<file path="config.mk">
export PLATFORM = sky130hd
export DESIGN_NAME = div_rsub
export DESIGN_NICKNAME = d
export VERILOG_FILES = /design/src/rtl/div_rsub.sv
export SDC_FILE = /design/constraint.sdc
export NUM_CORES = 1
export LEC_CHECK = 0
export ABC_AREA = 1
export BUFFER_PORTS_ARGS = -buffer_cell sky130_fd_sc_hd__buf_2
export CAP_MARGIN = 20
export CORE_MARGIN = 4
export CORE_UTILIZATION = 46
export CTS_CLUSTER_DIAMETER = 60
export DETAILED_ROUTE_END_ITERATION = 12
export HOLD_SLACK_MARGIN = 0.02
export PLACE_DENSITY = 0.75
export SLEW_MARGIN = 20
export SYNTH_ARGS = -nofsm -noshare
export SYNTH_HDL_FRONTEND = slang
export SYNTH_SLANG_ARGS = --single-unit
export TNS_END_PERCENT = 100
</file>
<file path="constraint.sdc">
create_clock -name clk -period 3 [get_ports clk]
set_input_delay 0.6 -clock clk [delete_from_list [all_inputs] [get_ports clk]]
set_output_delay 0.6 -clock clk [all_outputs]
set_load 0.05 [all_outputs]
</file>
<file path="src/rtl/div_rsub.sv">
// Sequential unsigned divider by repeated subtraction; dividend and divisor
// arrive on consecutive cycles over data_in after a start pulse.
module div_rsub #(
   parameter int WIDTH = 16
) (
   input  logic             clk,
   input  logic             rst_n,
   input  logic             start,
   input  logic [WIDTH-1:0] data_in,
   output logic             busy,
   output logic             done,
   output logic [WIDTH-1:0] quotient,
   output logic [WIDTH-1:0] remainder,
   output logic             div_by_zero
);

   typedef enum logic [2:0] {
      IDLE,
      LDA,
      LDB,
      CHK,
      SUB,
      DONE
   } state_t;

   state_t           state_q;
   logic             busy_q;
   logic             done_q;
   logic [WIDTH-1:0] quo_q;
   logic [WIDTH-1:0] rem_q;
   logic [WIDTH-1:0] div_q;
   logic             dbz_q;
   logic [WIDTH:0]   diff_d;

   // One extra bit so the lookahead exit compare sees the full difference.
   always_comb begin
      diff_d = {1'b0, rem_q} - {1'b0, div_q};
   end

   always_ff @(posedge clk or negedge rst_n) begin
      if (!rst_n) begin
         state_q <= IDLE;
         busy_q  <= 1'b0;
         done_q  <= 1'b0;
         quo_q   <= '0;
         rem_q   <= '0;
         div_q   <= '0;
         dbz_q   <= 1'b0;
      end else begin
         case (state_q)
            IDLE, DONE: begin
               if (start) begin
                  state_q <= LDA;
                  busy_q  <= 1'b1;
                  done_q  <= 1'b0;
               end
            end
            LDA: begin
               rem_q   <= data_in;
               state_q <= LDB;
            end
            LDB: begin
               div_q   <= data_in;
               quo_q   <= '0;
               dbz_q   <= 1'b0;
               state_q <= CHK;
            end
            CHK: begin
               if (div_q == '0) begin
                  dbz_q   <= 1'b1;
                  state_q <= DONE;
                  busy_q  <= 1'b0;
                  done_q  <= 1'b1;
               end else if (rem_q < div_q) begin
                  state_q <= DONE;
                  busy_q  <= 1'b0;
                  done_q  <= 1'b1;
               end else begin
                  state_q <= SUB;
               end
            end
            SUB: begin
               rem_q <= diff_d[WIDTH-1:0];
               quo_q <= quo_q + 1'b1;
               // Leave as soon as the new remainder is already below the divisor.
               if (diff_d < {1'b0, div_q}) begin
                  state_q <= DONE;
                  busy_q  <= 1'b0;
                  done_q  <= 1'b1;
               end
            end
            default: begin
               state_q <= IDLE;
               busy_q  <= 1'b0;
               done_q  <= 1'b0;
            end
         endcase
      end
   end

   assign busy        = busy_q;
   assign done        = done_q;
   assign quotient    = quo_q;
   assign remainder   = rem_q;
   assign div_by_zero = dbz_q;

endmodule

</file>
After elaboration in Yosys (flattened, before gate mapping)
Index checks and enable logic that the tools add are counted.
{"block": "op_classes", "add_sub_neg": 2, "order_cmp": 2, "eq_ne": 9, "muxes": 19, "n_bitwise": 1, "n_reduce_logical": 10}
{"operator": "16-bit one-hot mux with 2 select lines", "count": 2}
{"operator": "17-bit by 16-bit < comparator with 1-bit output", "count": 1}
{"operator": "16-bit by 16-bit subtractor with 17-bit output", "count": 1}
{"operator": "16-bit by 1-bit adder with 16-bit output, second input constant", "count": 1}
{"operator": "16-bit zero test", "count": 1}
{"operator": "16-bit < comparator", "count": 1}
{"operator": "3-bit one-hot mux with 5 select lines", "count": 1}
{"operator": "1-bit 2-to-1 mux", "count": 11}
{"operator": "1-bit one-hot mux with 4 select lines", "count": 2}
{"operator": "3-bit by 2-bit equality test with 1-bit output, second input constant", "count": 2}
{"operator": "3-bit equality test, second input constant", "count": 2}
{"operator": "3-bit 2-to-1 mux", "count": 2}
{"operator": "2-bit inequality test, second input constant", "count": 3}
{"operator": "2-bit nonzero test", "count": 3}
{"operator": "2-bit AND reduction", "count": 2}
{"operator": "4-bit AND reduction", "count": 1}
{"operator": "2-bit OR reduction", "count": 2}
{"operator": "3-bit by 1-bit equality test with 1-bit output, second input constant", "count": 1}
{"operator": "3-bit zero test", "count": 1}
{"operator": "3-bit inequality test, second input constant", "count": 1}
{"operator": "1-bit one-hot mux with 2 select lines", "count": 1}
{"operator": "1-bit inverter", "count": 1}
{"block": "totals", "regBits": 54, "input_bits": 19, "output_inout_bits": 35, "elab_cells": 50}

Logic depth before layout (Yosys ltp)
{"block": "depth", "depth_word": 4, "ltp_mapped": 25, "mapped_depth_nobuf": 25}

Worst setup path after synthesis
OpenSTA, ideal clock, no wires.
{"block": "synth_timing", "path_type": "flip-flop to flip-flop", "from": "register rem_q[0], in the netlist remainder[0]", "to": "register busy_q, in the netlist busy", "setup_time_ns": 0.119, "t_arrival_ns": 2.893, "required_time_ns": 2.881, "path_slack_ns": -0.012, "path_stages_with_launch": 24, "path_buffers": 0, "synth_period_minus_slack_ns": 3.012, "cell_sequence": "dfrtp_1 -> inv_1 -> ha_1 -> inv_1 -> fa_1 -> nand2_1 -> nand2_1 -> o21ai_2 -> o21ai_2 -> nand2_1 -> nand2_1 -> xor2_1 -> ha_1 -> a21oi_1 -> o21a_1 -> nand2_1 -> nand2_1 -> nand2_1 -> nand2_1 -> nand2_1 -> nand2_2 -> nand3_1 -> nand2_1 -> nand2_1"}
{"block": "synth_between", "elab_chain_cells": 4, "elab_cells_between_ends": 6, "classes_between": "add/sub (1); order compare (2); eq/ne (2); reduce/logical (1)"}
{"element": "start: declaration", "line": "30", "rtl": "logic [WIDTH-1:0] rem_q;"}
{"element": "start signal: assignment", "line": "59", "rtl": "rem_q <= data_in;"}
{"element": "start signal: assignment", "line": "83", "rtl": "rem_q <= diff_d[WIDTH-1:0];"}
{"element": "16-bit by 16-bit subtractor with 17-bit output", "line": "37", "rtl": "diff_d = {1'b0, rem_q} - {1'b0, div_q};"}
{"element": "17-bit by 16-bit < comparator with 1-bit output", "line": "86", "rtl": "if (diff_d < {1'b0, div_q}) begin"}
{"element": "2-bit inequality test (no line)"}
{"element": "4-bit AND reduction (no line) *"}
{"element": "end signal: assignment", "line": "43", "rtl": "busy_q <= 1'b0;"}
{"element": "end signal: assignment", "line": "88", "rtl": "busy_q <= 1'b0;"}
{"element": "end signal: assignment", "line": "94", "rtl": "busy_q <= 1'b0;"}
{"element": "end: declaration", "line": "27", "rtl": "logic busy_q;"}
Mark *: on every way between the ends. The rest lies on a longest branch, timed or not.
A chain may end at the register's enable or synchronous reset.

Worst setup path after layout
{"block": "layout_timing", "from": "register div_q[5]", "to": "register state_q[0]"}
{"block": "layout_between", "elab_chain_cells": 4, "elab_cells_between_ends": 9, "classes_between": "add/sub (1); order compare (2); eq/ne (1); mux (3); reduce/logical (2)"}
{"element": "start: declaration", "line": "31", "rtl": "logic [WIDTH-1:0] div_q;"}
{"element": "start signal: assignment", "line": "63", "rtl": "div_q <= data_in;"}
{"element": "16-bit by 16-bit subtractor with 17-bit output or 16-bit < comparator (tied branches)", "line": "37, 74"}
{"element": "17-bit by 16-bit < comparator with 1-bit output or 1-bit 2-to-1 mux (tied branches)", "line": "86, 74"}
{"element": "2-bit inequality test (no line) or 1-bit 2-to-1 mux (tied branches)"}
{"element": "2-bit AND reduction (no line) or 3-bit one-hot mux with 5 select lines (tied branches)"}
{"element": "end signal: assignment", "line": "42", "rtl": "state_q <= IDLE;"}
{"element": "end signal: assignment", "line": "87", "rtl": "state_q <= DONE;"}
{"element": "end signal: assignment", "line": "93", "rtl": "state_q <= IDLE;"}
{"element": "end: declaration", "line": "26", "rtl": "state_t state_q;"}
Parallel ways exist; a longest one is shown, timed or not.

==> flow_summary.json <==
{
  "maxCapViolations": 0,
  "yosysWarningCount": 0,
  "layout-drive-gt1-share_pct": 22.4,
  "dp_hpwl_mm": 6.82,
  "whs_ns": 0.349,
  "grt_antenna_before_repair": 0,
  "final_antenna_net_count": 0,
  "finClkSkew_ns": 0.0143,
  "worstSetupPathType": "reg2reg",
  "cts.sinks": 54,
  "finish.instance_area_mm2": 0.00432,
  "finalCriticalPeriod_ns": 2.94,
  "vias_per_cell": 5.40,
  "hold_buffers": 0,
  "hold_path.class": "in2async",
  "finalCritPeriodShare_pct": 98.1,
  "wire_per_inst_um": 14.3,
  "drcViolationCount": 0,
  "place_congestion": 0.891,
  "seq_area_frac_synth_pct": 36.5,
  "grt_pass1_wl_mm": 15.7,
  "start_kind": "flip-flop",
  "diodes": 0,
  "avgSynthCellArea_um2": 7.63,
  "slew_viol_final": 0,
  "synth_top_area_cell": "dfrtp_1",
  "htreeDepth": 2,
  "tightest_slew_ns": 0.792,
  "synth_commonest_cells": "nand2_1 (131), dfrtp_1 (54), inv_1 (52), nand3_1 (38)",
  "yosysMostFrequentCell": "nand2_1",
  "dieArea_mm2": 0.00954,
  "fmax_mhz": 340,
  "synthArstFlopShare_pct": 100,
  "yosys_most_used_dff": "dfrtp_1",
  "path_cells": "inv_2 -> ha_2 -> a21o_1 -> a21oi_1 -> o21ai_2 -> nand2_1 -> nand2_2 -> xor2_2 -> ha_1 -> a21oi_2 -> o21a_1 -> nand2_1 -> nand2_1 -> nand2_1 -> nand2_1 -> nand2_1 -> nand2_2 -> nand2_2 -> nand2_1 -> o21ai_1",
  "grt_pass1_vias": 3465,
  "synth_edf_count": 0,
  "grt_max_degree": 37,
  "arrival_ns": 3.16,
  "wirelength_mm": 9.24,
  "tritoncts": "done",
  "clk_pin_slew_ns": 0.12,
  "outcome": "finished clean",
  "crit_path_end_kind": "flip-flop",
  "synthCells": 485,
  "rsz0062_at_grt": "true",
  "drt_first_pass_iters": 4,
  "synth_top_area_share_pct": 36.5,
  "nets": 597,
  "overflow": 0,
  "die_h_um": 97.7,
  "die_w_um": 97.7,
  "grt_util_all_layers_pct": 19.4,
  "placeableCoreArea_mm2": 0.00777,
  "clk_path_buf_depth": 2,
  "clock_tree.root_cell": "clkbuf_8",
  "ys_seq_elements": 54,
  "yosysUniqueCellTypes": 42,
  "syn_to_final_growth_pct": 16.8,
  "fin_setup_tns_ns": 0,
  "crit_slowest_cell": "dfrtp_1",
  "synth.cell_area_mm2": 0.00370,
  "fill_cells": 737,
  "cts_inserted_buffers": 5,
  "syn_nets": 538,
  "finalSetupViolCount": 0,
  "drtIter0Drc": 187,
  "clk_latency_ns": 0.33,
  "start_util_pct": 47.6,
  "placed_area_mm2": 0.00409,
  "dr_total_vias": 3494,
  "cpMostUsedCell": "nand2_1",
  "synth_area_leaders": "dfrtp_1 (37%), nand2_1 (13%), ha_1 (11%)",
  "io_buffers": 53,
  "hold_violations": 0,
  "cp_max_fo": 5,
  "worstPathRequired_ns": 3.21,
  "max_slew_margin_pct": 47.2,
  "ios": 54,
  "cp_slowest_stage_delay_ns": 0.42,
  "rows": 32
}
## critical path, delay by kind of cell (launching register included)
| kind | cells | cell delay, ns |
|---|---|---|
| AO/OA/AOI/OAI | 6 | 0.86 |
| XOR/XNOR | 1 | 0.16 |
| adder cells (fa/ha/maj) | 2 | 0.65 |
| buffers and inverters | 1 | 0.09 |
| flip-flops | 1 | 0.42 |
| AND/OR/NAND/NOR | 10 | 0.65 |
## cells by family (layout without fill, tap and decap cells)
family                   after synthesis  count (layout)  synth area share (%)
adder cells (fa/ha/maj)               34              34                  11.7
AND/OR/NAND/NOR                      223             223                  25.9
multiplexers                           1               1                 0.271
AO/OA/AOI/OAI                         87              87                  14.4
XOR/XNOR                              14              14                  3.72
buffers and inverters                 72             132                  7.47
flip-flops                            54              54                  36.5
## area by class of cell
type | instances | area, µm² | area share [%]
tap | 102 | 128 | 2.95
sequential | 54 | 1350 | 31.3
clock inverter | 3 | 28.8 | 0.666
clock buffer | 5 | 68.8 | 1.59
timing repair buffer | 62 | 333 | 7.70
inverter | 62 | 233 | 5.38
multi-input combinational | 359 | 2180 | 50.4
## path summary, 6_finish.rpt
kind / slack [ns] / to / start / cells past startpoint
setup reg to reg: 0.06 / state_q[0] / div_q[5] / 20
min in group clk: 0.49 / div_q[2] / data_in[2] / 3
max in group asynchronous: 1.89 / div_q[8] / rst_n / 2
hold reg to reg: 0.49 / busy / busy / 2
hold / removal: 0.35 / quotient[9] / rst_n / 1
setup / recovery: 0.06 / state_q[0] / div_q[5] / 20
## state kept, by name, indices dropped and copies added, names as in the netlist
name,cells
quotient,16
div_by_zero,1
state_q,3
remainder,16
done,1
busy,1
div_q,16
## through the flow
step / instances / utilization [%] / setup WS (ns)
final: 647 / 55.7 / 0.0557
after global routing: 647 / 55.7 / -0.199
after floorplan: 485 / - / 0.103
after detailed placement: 635 / 52.6 / -0.0383
after global placement: 635 / 52.6 / 0.104
after CTS: 646 / 54.4 / -0.0237
## per-layer routing
metal  wire length, µm  global-route usage [%]  vias up
met3               490                    3.23       14
li1                  -                       -     1713
met4               141                    4.90        0
met1              4120                    25.9     1677
met5                 0                       0        -
met2              4490                    32.8       90
## what timing repair did
item,CTS,global route
resized for setup,7,22
pin swaps,10,13
setup endpoints to repair,4,4
buffers inserted,3,1
## layout by cell type, fill, tap and decap left out, types with 3 or more instances in the layout
cell type,instances
inv_2,12
xnor2_1,3
clkbuf_8,5
ha_2,3
nand2_2,7
buf_2,53
nand4_1,7
nand3_1,35
buf_4,9
xor2_2,3
nand2_1,127
nand3_2,3
o21ai_0,32
a21oi_1,20
inv_1,48
ha_1,29
o21ai_1,3
nor2_2,5
a31oi_1,4
a21oi_2,4
nor2_1,31
o21ai_2,3
a21o_1,5
xor2_1,6
dfrtp_1,52
Power is left out: the tool's default activity adds up to more than one toggle a clock period on the data nets, which glitch-free logic cannot reach.
